`src/rtl/pwm_pkg.sv`:
```
// Shared types and helpers for the PWM DAC output bank.
package pwm_pkg;

  // Position of the high pulse within each PWM period.
  typedef enum logic {
    ALIGN_LEFT  = 1'b0,
    ALIGN_RIGHT = 1'b1
  } align_e;

  // Working width used by the saturation helper; any IN_WIDTH/WIDTH below this fits.
  localparam int SAT_W = 64;

  // Number of clk cycles in one PWM period for a given counter width.
  function automatic logic [SAT_W-1:0] period_cycles(input int width);
    return SAT_W'(1) << width;
  endfunction

  // Largest duty value, which also gives exactly one low cycle per period.
  function automatic logic [SAT_W-1:0] duty_max(input int width);
    return period_cycles(width) - SAT_W'(1);
  endfunction

  // Clamp a sign-extended sample into 0 .. 2**width-1 instead of wrapping.
  function automatic logic [SAT_W-1:0] sat_duty(input logic signed [SAT_W-1:0] x,
                                                input int width);
    logic [SAT_W-1:0] max_v;
    max_v = duty_max(width);
    if (x < 0) begin
      return '0;
    end else if ($unsigned(x) > max_v) begin
      return max_v;
    end else begin
      return $unsigned(x);
    end
  endfunction

endpackage

```
`src/rtl/pwm_channel.sv`:
```
// One PWM channel: valid/ready intake, saturation, shadow/active duty,
// underrun flag and registered compare output.
module pwm_channel
  import pwm_pkg::*;
#(
  parameter int     WIDTH    = 23,
  parameter int     IN_WIDTH = 32,
  parameter align_e ALIGN    = ALIGN_LEFT
) (
  input  logic                clk,
  input  logic                rst,
  input  logic                tick,
  input  logic [WIDTH-1:0]    cnt,
  input  logic                in_valid,
  input  logic [IN_WIDTH-1:0] in_data,
  output logic                in_ready,
  output logic                pwm_out,
  output logic                underrun
);

  logic                    pending_reg;
  logic                    underrun_reg;
  logic                    pwm_reg;
  logic [WIDTH-1:0]        shadow_reg;
  logic [WIDTH-1:0]        active_reg;
  logic [WIDTH-1:0]        sat_val;
  logic [WIDTH-1:0]        duty_eff;
  logic signed [SAT_W-1:0] in_ext;
  logic                    accept;
  logic                    load;
  logic                    pwm_next;

  assign in_ready = ~pending_reg & ~rst;
  assign accept   = in_valid & in_ready;
  assign load     = tick & pending_reg;

  assign in_ext  = {{(SAT_W-IN_WIDTH){in_data[IN_WIDTH-1]}}, in_data};
  assign sat_val = WIDTH'(sat_duty(in_ext, WIDTH));

  // On the tick cycle the compare must already see the duty the new period uses.
  assign duty_eff = load ? shadow_reg : active_reg;

  generate
    if (ALIGN == ALIGN_RIGHT) begin : g_right
      // High for the last D cycles: cnt >= 2**WIDTH - D, done without subtraction.
      assign pwm_next = ({1'b0, cnt} + {1'b0, duty_eff}) >= {1'b1, {WIDTH{1'b0}}};
    end else begin : g_left
      // High for the first D cycles of the period.
      assign pwm_next = cnt < duty_eff;
    end
  endgenerate

  // Shadow/pending intake and hand-over to the active duty at the period boundary.
  always_ff @(posedge clk) begin
    if (rst) begin
      pending_reg <= 1'b0;
      shadow_reg  <= '0;
      active_reg  <= '0;
    end else begin
      if (load) begin
        active_reg  <= shadow_reg;
        pending_reg <= 1'b0;
      end
      if (accept) begin
        shadow_reg  <= sat_val;
        pending_reg <= 1'b1;
      end
    end
  end

  // Sticky flag: a boundary passed with nothing pending.
  always_ff @(posedge clk) begin
    if (rst) begin
      underrun_reg <= 1'b0;
    end else if (tick && !pending_reg) begin
      underrun_reg <= 1'b1;
    end
  end

  // Registered output stage, one cycle behind the compare.
  always_ff @(posedge clk) begin
    if (rst) begin
      pwm_reg <= 1'b0;
    end else begin
      pwm_reg <= pwm_next;
    end
  end

  assign pwm_out  = pwm_reg;
  assign underrun = underrun_reg;

endmodule

```
`src/rtl/pwm_bank.sv`:
```
// Multi-channel PWM DAC bank: shared period counter, sample pacing strobe,
// stimulus address counter and CHANNELS independent PWM channels.
module pwm_bank
  import pwm_pkg::*;
#(
  parameter int CHANNELS   = 2,
  parameter int WIDTH      = 23,
  parameter int IN_WIDTH   = 32,
  parameter int ADDR_WIDTH = 15,
  parameter int ALIGN      = 0
) (
  input  logic                         clk,
  input  logic                         rst,
  input  logic [CHANNELS-1:0]          in_valid,
  input  logic [CHANNELS*IN_WIDTH-1:0] in_data,
  output logic [CHANNELS-1:0]          in_ready,
  output logic                         sample_tick,
  output logic [ADDR_WIDTH-1:0]        sample_addr,
  output logic [CHANNELS-1:0]          pwm_out,
  output logic [CHANNELS-1:0]          underrun
);

  localparam align_e ALIGN_MODE = (ALIGN != 0) ? ALIGN_RIGHT : ALIGN_LEFT;

  logic [WIDTH-1:0]      cnt_reg;
  logic [ADDR_WIDTH-1:0] addr_reg;
  logic                  tick;

  // The first tick lands on the first cycle after reset releases, since cnt resets to 0.
  assign tick        = (cnt_reg == '0) & ~rst;
  assign sample_tick = tick;
  assign sample_addr = addr_reg;

  // Free-running period counter, wraps naturally at 2**WIDTH.
  always_ff @(posedge clk) begin
    if (rst) begin
      cnt_reg <= '0;
    end else begin
      cnt_reg <= cnt_reg + WIDTH'(1);
    end
  end

  // Stimulus ROM address advances once per period, wrapping at 2**ADDR_WIDTH.
  always_ff @(posedge clk) begin
    if (rst) begin
      addr_reg <= '0;
    end else if (tick) begin
      addr_reg <= addr_reg + ADDR_WIDTH'(1);
    end
  end

  generate
    for (genvar gi = 0; gi < CHANNELS; gi++) begin : g_ch
      pwm_channel #(
        .WIDTH    (WIDTH),
        .IN_WIDTH (IN_WIDTH),
        .ALIGN    (ALIGN_MODE)
      ) u_ch (
        .clk      (clk),
        .rst      (rst),
        .tick     (tick),
        .cnt      (cnt_reg),
        .in_valid (in_valid[gi]),
        .in_data  (in_data[gi*IN_WIDTH +: IN_WIDTH]),
        .in_ready (in_ready[gi]),
        .pwm_out  (pwm_out[gi]),
        .underrun (underrun[gi])
      );
    end
  endgenerate

endmodule

```
`config.mk`:
```
export PLATFORM = sky130hd
export DESIGN_NAME = pwm_bank
export DESIGN_NICKNAME = d
export VERILOG_FILES = /design/src/rtl/pwm_pkg.sv /design/src/rtl/pwm_channel.sv /design/src/rtl/pwm_bank.sv
export SDC_FILE = /design/constraint.sdc
export NUM_CORES = 1
export LEC_CHECK = 0
export BUFFER_PORTS_ARGS = -buffer_cell sky130_fd_sc_hd__clkbuf_2
export CORE_MARGIN = 2
export CORE_UTILIZATION = 40
export DETAILED_ROUTE_END_ITERATION = 6
export GPL_ROUTABILITY_DRIVEN = 0
export SETUP_SLACK_MARGIN = 0.15
export SLEW_MARGIN = 5
export SYNTH_ARGS = -nofsm -noshare
export SYNTH_HDL_FRONTEND = slang
export SYNTH_SLANG_ARGS = --single-unit
```
`constraint.sdc`:
```
create_clock -name clk -period 3.17 [get_ports clk]
set_input_delay 0.1585 -clock clk [delete_from_list [all_inputs] [get_ports clk]]
set_output_delay 0.1585 -clock clk [all_outputs]
set_load 0.05 [all_outputs]
```
==> results of run 1 <==
## where the power goes
group / switching (W) / internal, W / leakage, nW
clock network: 0.000699 / 0.00124 / 0.294
logic: 0.000246 / 0.000158 / 2.28
registers: 0.0000362 / 0.00176 / 1.10
## layer usage
metal	up-vias	routed length (um)	track usage, %
met2	68	6654	29.17
met3	10	433	4.469
met4	0	152	4.870
li1	2824	-	-
met1	2460	7388	24.66
met5	-	0	0
## cell type report
cell class / count / share of cell area [%]
inverter: 7 / 0.3323
sequential: 136 / 34.43
timing repair buffer: 133 / 10.05
tap: 216 / 3.418
clock inverter: 8 / 1.187
multi-input combinational: 566 / 44.37
clock buffer: 24 / 6.218
## cell usage after synthesis (7+ instances only)
cell type | number | area share, %
nor2_1 | 197 | 12
buf_4 | 9 | 1.1
nand4_1 | 18 | 1.8
xnor2_1 | 9 | 1.2
inv_1 | 7 | 0.41
dfxtp_1 | 136 | 43
clkbuf_1 | 32 | 1.9
ha_1 | 47 | 9.2
and3_1 | 10 | 0.98
a21oi_1 | 67 | 5.3
nand3_1 | 15 | 1.2
nor3_1 | 51 | 4.0
nand2_1 | 23 | 1.4
nor2b_1 | 8 | 0.78
xor2_1 | 19 | 2.6
o21ai_0 | 13 | 1.0
or3_1 | 7 | 0.69
mux2i_1 | 45 | 7.1
## path summary, 6_finish.rpt
path                                                         start                                     to  slack (ps)  cells after the start
worst max-delay path                         cnt_reg[0]$_SDFF_PP0_        g_ch[0].u_ch.pwm_out$_SDFF_PP0_         280                     15
worst min-delay path                                   in_valid[1]  g_ch[1].u_ch.pending_reg$_SDFFE_PP0P_          20                      3
worst max register to register               cnt_reg[0]$_SDFF_PP0_        g_ch[0].u_ch.pwm_out$_SDFF_PP0_         280                     15
worst min register to register  g_ch[1].u_ch.underrun$_SDFFE_PP0P_     g_ch[1].u_ch.underrun$_SDFFE_PP0P_         470                      2
## logic make-up (layout without fill, tap and decap cells)
kind of cell	Yosys count	count (layout)
AO/OA/AOI/OAI	99	99
XOR/XNOR	28	28
adder cells (fa/ha/maj)	47	47
buffers and inverters	50	172
flip-flops	136	136
multiplexers	46	46
AND/OR/NAND/NOR	346	346
## tightest hold or removal path, cell delays in order
cell and delay (ps):
clkbuf_2 100, nor2_1 80, a211oi_1 50
## stage by stage
stage	cell area [um^2]	setup slack, ps
after CTS	7833	164.3
after detailed placement	7227	70.67
final	7908	282.5
after floorplan	6382	198.1
after global routing	7908	94.64
after global placement	7227	132.4
## what timing repair did
action,CTS,global route
hold buffers,0,0
pin swaps,0,2
setup endpoints to repair,1,2
setup buffers,2,0
resized for setup,2,18
==> out/metrics.cfg, run 1 <==
[run_status]
outcome=completed

[cells_and_area]
final.fill_count=1539
layout_common_cells=197 x nor2_1, 136 x dfxtp_1, 88 x clkbuf_2
drive_gt1_share_pct=20.59
nNetsFinal=976
final_common_cell=nor2_1
areaGrowthSynthToFinish_pct=24.02
num_antenna_cells=0
multiInputGateArea_mm2=0.003508
fin_util_pct=50.33
fin_cells=1090
seq_area_mm2=0.002723

[global_route]
grt_pass1_vias=5012
grt_usage_pct=18.23
grt_pass1_wl_um=24510
grt_max_degree=57
antenna_found_initial=0
grt_overflow=0

[timing]
fin_crit_ps=2888
max_slew_margin_pct=41.97
worstMarginPinSlew_ps=867.9
setup_tns_ps=0
finalSetupViolCount=0
fin_skew_ps=8.704
drv_slew=0
max_freq_ghz=0.3463
holdWs_ps=24.42
finalCritPeriodShare_pct=91.09
rsz0062_at_grt=no
hold_viol=0

[detailed_routing]
vias=5362
vias_per_cell=4.919
dr.pass1.iters=4
drtIter0Drc=243
finalWirelength_um=14630
route.detailed.drc=0
antenna_left=0
wire_per_inst_um=13.42

[flow_run]
cap_violations=0

[yosys]
ys_seq_elements=136
synth_mux_area_share_pct=7.300
synth_nets=867
ys.flop_type=dfxtp_1
synth_edf_count=0
yosys_warnings=0
synth_cell_types=36
synthSimpleGateAreaFrac_pct=24.73
yosys.area_share.xor_xnor_pct=3.846
syn_area_mm2=0.006376
synth_adder_area_share_pct=9.223
seq_area_frac_synth_pct=42.70
synth_cells=752
synth_top_family_by_area=simple AND/OR/NAND/NOR gates
synth_compound_area_share_pct=8.693
async_flop_share_pct=0
avgSynthCellArea_um2=8.479

[placement]
numPortBuffers=89
hpwl_um=10780
dp.cells=1056

[clocking]
cts_max_level=4
path_clk_slew_ps=60
root_buffer=clkbuf_16
cts_buffer_depth=2
clk-insertion-delay-late_ps=410
cts_tree=done
numCtsBuffers=17
numClockSinks=136

[power_and_ir_drop]
power_w=0.004136
irDropWorstVdd_mv=0.3713
p_leak_nw=3.679
pwr_density_cell_mw_per_mm2=523.1

[worst_setup_path]
cpLargestDelayFamily=compound AO/OA/AOI/OAI gates
cp.arrival_ps=3250
startpoint_type=register
worstPathRequired_ps=3530
crit_buf_inv=2
slowest_stage=dfxtp_1
cp_slowest_stage_delay_ps=310
crit_chain=inv_1 > ha_1 > nor4b_4 > and3_4 > and2_1 > nand2_4 > buf_4 > mux2i_2 > ha_1 > a21o_1 > a21o_1 > a21oi_1 > o211ai_1 > a21oi_1 > o21a_1
crit_fanout=5
criticalPathCategory=reg -> reg
crit_path_end_kind=register

[die]
die_area_mm2=0.01697
rows=46
fp.dieW_um=130.3
design.core.area_mm2=0.01571
die_h_um=130.3
start_util_pct=40.58
io_pins=90

[worst_hold_path]
hold_path.class=in -> reg

Note: power is estimated with default switching activity, not from simulation.
==> run 2: changes to the inputs <==
Settings changed: PLACE_DENSITY set to 0.68.
==> out/metrics.cfg, run 2 (synthesis results as in run 1) <==
[run_status]
outcome=completed  ; unchanged

[clocking]
cts_tree=done  ; unchanged
root_buffer=clkbuf_16  ; unchanged
cts_max_level=4  ; unchanged
numClockSinks=136  ; unchanged
clk-insertion-delay-late_ps=420  ; was 410 ps
cts_buffer_depth=2  ; unchanged
path_clk_slew_ps=60  ; about the same
numCtsBuffers=17  ; unchanged

[detailed_routing]
drtIter0Drc=264  ; was 243
route.detailed.drc=0  ; unchanged
finalWirelength_um=14750  ; was 14,630 um
dr.pass1.iters=5  ; was 4
vias=5387  ; was 5,362
antenna_left=0  ; unchanged
wire_per_inst_um=13.61  ; was 13.42 um
vias_per_cell=4.974  ; was 4.919

[flow_run]
cap_violations=0  ; unchanged

[cells_and_area]
drive_gt1_share_pct=19.84  ; was 20.59%
areaGrowthSynthToFinish_pct=23.78  ; was 24.02%
layout_common_cells=197 x nor2_1, 136 x dfxtp_1, 88 x clkbuf_2  ; unchanged
final_common_cell=nor2_1  ; unchanged
nNetsFinal=974  ; was 976
num_antenna_cells=0  ; unchanged

[worst_setup_path]
rr_worst_depth=11  ; was 15
startpoint_type=register  ; unchanged
crit_path_end_kind=register  ; unchanged
criticalPathCategory=reg -> reg  ; unchanged
crit_fanout=6  ; was 5
worstPathRequired_ps=3480  ; was 3530 ps
cp.arrival_ps=3230  ; was 3250 ps

[timing]
max_freq_ghz=0.3430  ; was 0.3463 GHz
max_slew_margin_pct=44.38  ; was 41.97%
fin_crit_ps=2915  ; was 2888 ps
rsz0062_at_grt=yes  ; was no
fin_skew_ps=7.278  ; was 8.704 ps
hold_viol=0  ; unchanged
finalSetupViolCount=0  ; unchanged
setup_tns_ps=0  ; unchanged
holdWs_ps=21.34  ; was 24.42 ps
worstMarginPinSlew_ps=831.9  ; was 867.9 ps
finalCritPeriodShare_pct=91.96  ; was 91.09%
drv_slew=0  ; unchanged

[die]
fp.dieW_um=130.3  ; unchanged
design.core.area_mm2=0.01571  ; unchanged
die_h_um=130.3  ; unchanged
start_util_pct=40.58  ; unchanged
io_pins=90  ; unchanged
die_area_mm2=0.01697  ; unchanged
rows=46  ; unchanged

[global_route]
grt_pass1_wl_um=23490  ; was 24,510 um
grt_usage_pct=17.84  ; was 18.23%
antenna_found_initial=0  ; unchanged
grt_max_degree=56  ; was 57
grt_overflow=0  ; unchanged
grt_pass1_vias=4864  ; was 5,012

[power_and_ir_drop]
pwr_density_cell_mw_per_mm2=506.3  ; was 523.1 mW/mm^2
irDropWorstVdd_mv=0.3561  ; was 0.3713 mV
p_leak_nw=3.661  ; was 3.679 nW
power_w=0.003996  ; was 0.004136 W

[worst_hold_path]
hold_path_depth=3  ; unchanged
hold_path.class=in -> reg  ; unchanged

[placement]
hpwl_um=10510  ; was 10,780 um
numPortBuffers=89  ; unchanged

==> run 2: cell count changes in the layout (fill, tap and decap cells not counted), sizes merged <==
cell / before / now
bufinv: 2 / 1
clkinv: 6 / 4
dlygate4sd3: 0 / 1
buf: 45 / 40
==> run 2: through the flow <==
stage / util, % / instances / setup slack, ps / area (um^2)
global route: 50.23 / 1083 / 73.24 / 7893
finish: 50.23 / 1083 / 255.0 / 7893
global placement: 45.56 / 1047 / 206.8 / 7159
CTS: 48.98 / 1075 / 167.1 / 7696
floorplan: - / 752 / 198.1 / 6382
detailed placement: 45.56 / 1047 / 176.3 / 7159
==> run 2: per-layer routing <==
layer / wire (um) / vias to the layer above / track usage, %
li1: - / 2814 / -
met1: 7090 / 2446 / 23.41
met2: 6799 / 114 / 28.00
met3: 632 / 13 / 5.043
met4: 222 / 0 / 6.705
met5: 0 / - / 0
==> run 2: path summary, 6_finish.rpt <==
path,from,end,slack (ps)
worst max-delay path,cnt_reg[17]$_SDFF_PP0_,g_ch[1].u_ch.pwm_out$_SDFF_PP0_,250
worst min-delay path,in_valid[0],g_ch[0].u_ch.pending_reg$_SDFFE_PP0P_,20
worst max register to register,cnt_reg[17]$_SDFF_PP0_,g_ch[1].u_ch.pwm_out$_SDFF_PP0_,250
worst min register to register,g_ch[1].u_ch.underrun$_SDFFE_PP0P_,g_ch[1].u_ch.underrun$_SDFFE_PP0P_,470
==> run 2: where the power goes <==
| part | leakage [nW] | internal, W | switching [W] |
|---|---|---|---|
| logic | 2.30 | 0.000161 | 0.000247 |
| registers | 1.10 | 0.00176 | 0.0000365 |
| clock network | 0.263 | 0.00111 | 0.000678 |
| total | 3.66 | 0.00303 | 0.000962 |
==> run 2: cell type report <==
class | count | area, um^2
clock buffer | 22 | 474.2
clock inverter | 5 | 50.05
fill | 1496 | 7820
inverter | 7 | 26.28
multi-input combinational | 566 | 3532
sequential | 136 | 2723
tap | 216 | 270.3
timing repair buffer | 131 | 817.0
==> run 2: repair_timing <==
action | CTS | global route
pin swaps | 0 | 5
gates resized for setup | 2 | 19
setup buffers | 0 | 6
hold buffers | 1 | 0
gates cloned | 0 | 2
setup endpoints to repair | 1 | 2
endpoints found under the hold margin | 1 | 0
==> run 2: worst max-delay path: stages (launching register included) <==
cell and delay, ps:
dfxtp_1 310, nor4_1 390, and3_4 300, nand4b_4 170, buf_12 200, mux2i_1 150
ha_1 330, nand3_2 100, nor3_2 220, nand2_1 110, a2111o_1 360, and3_1 170
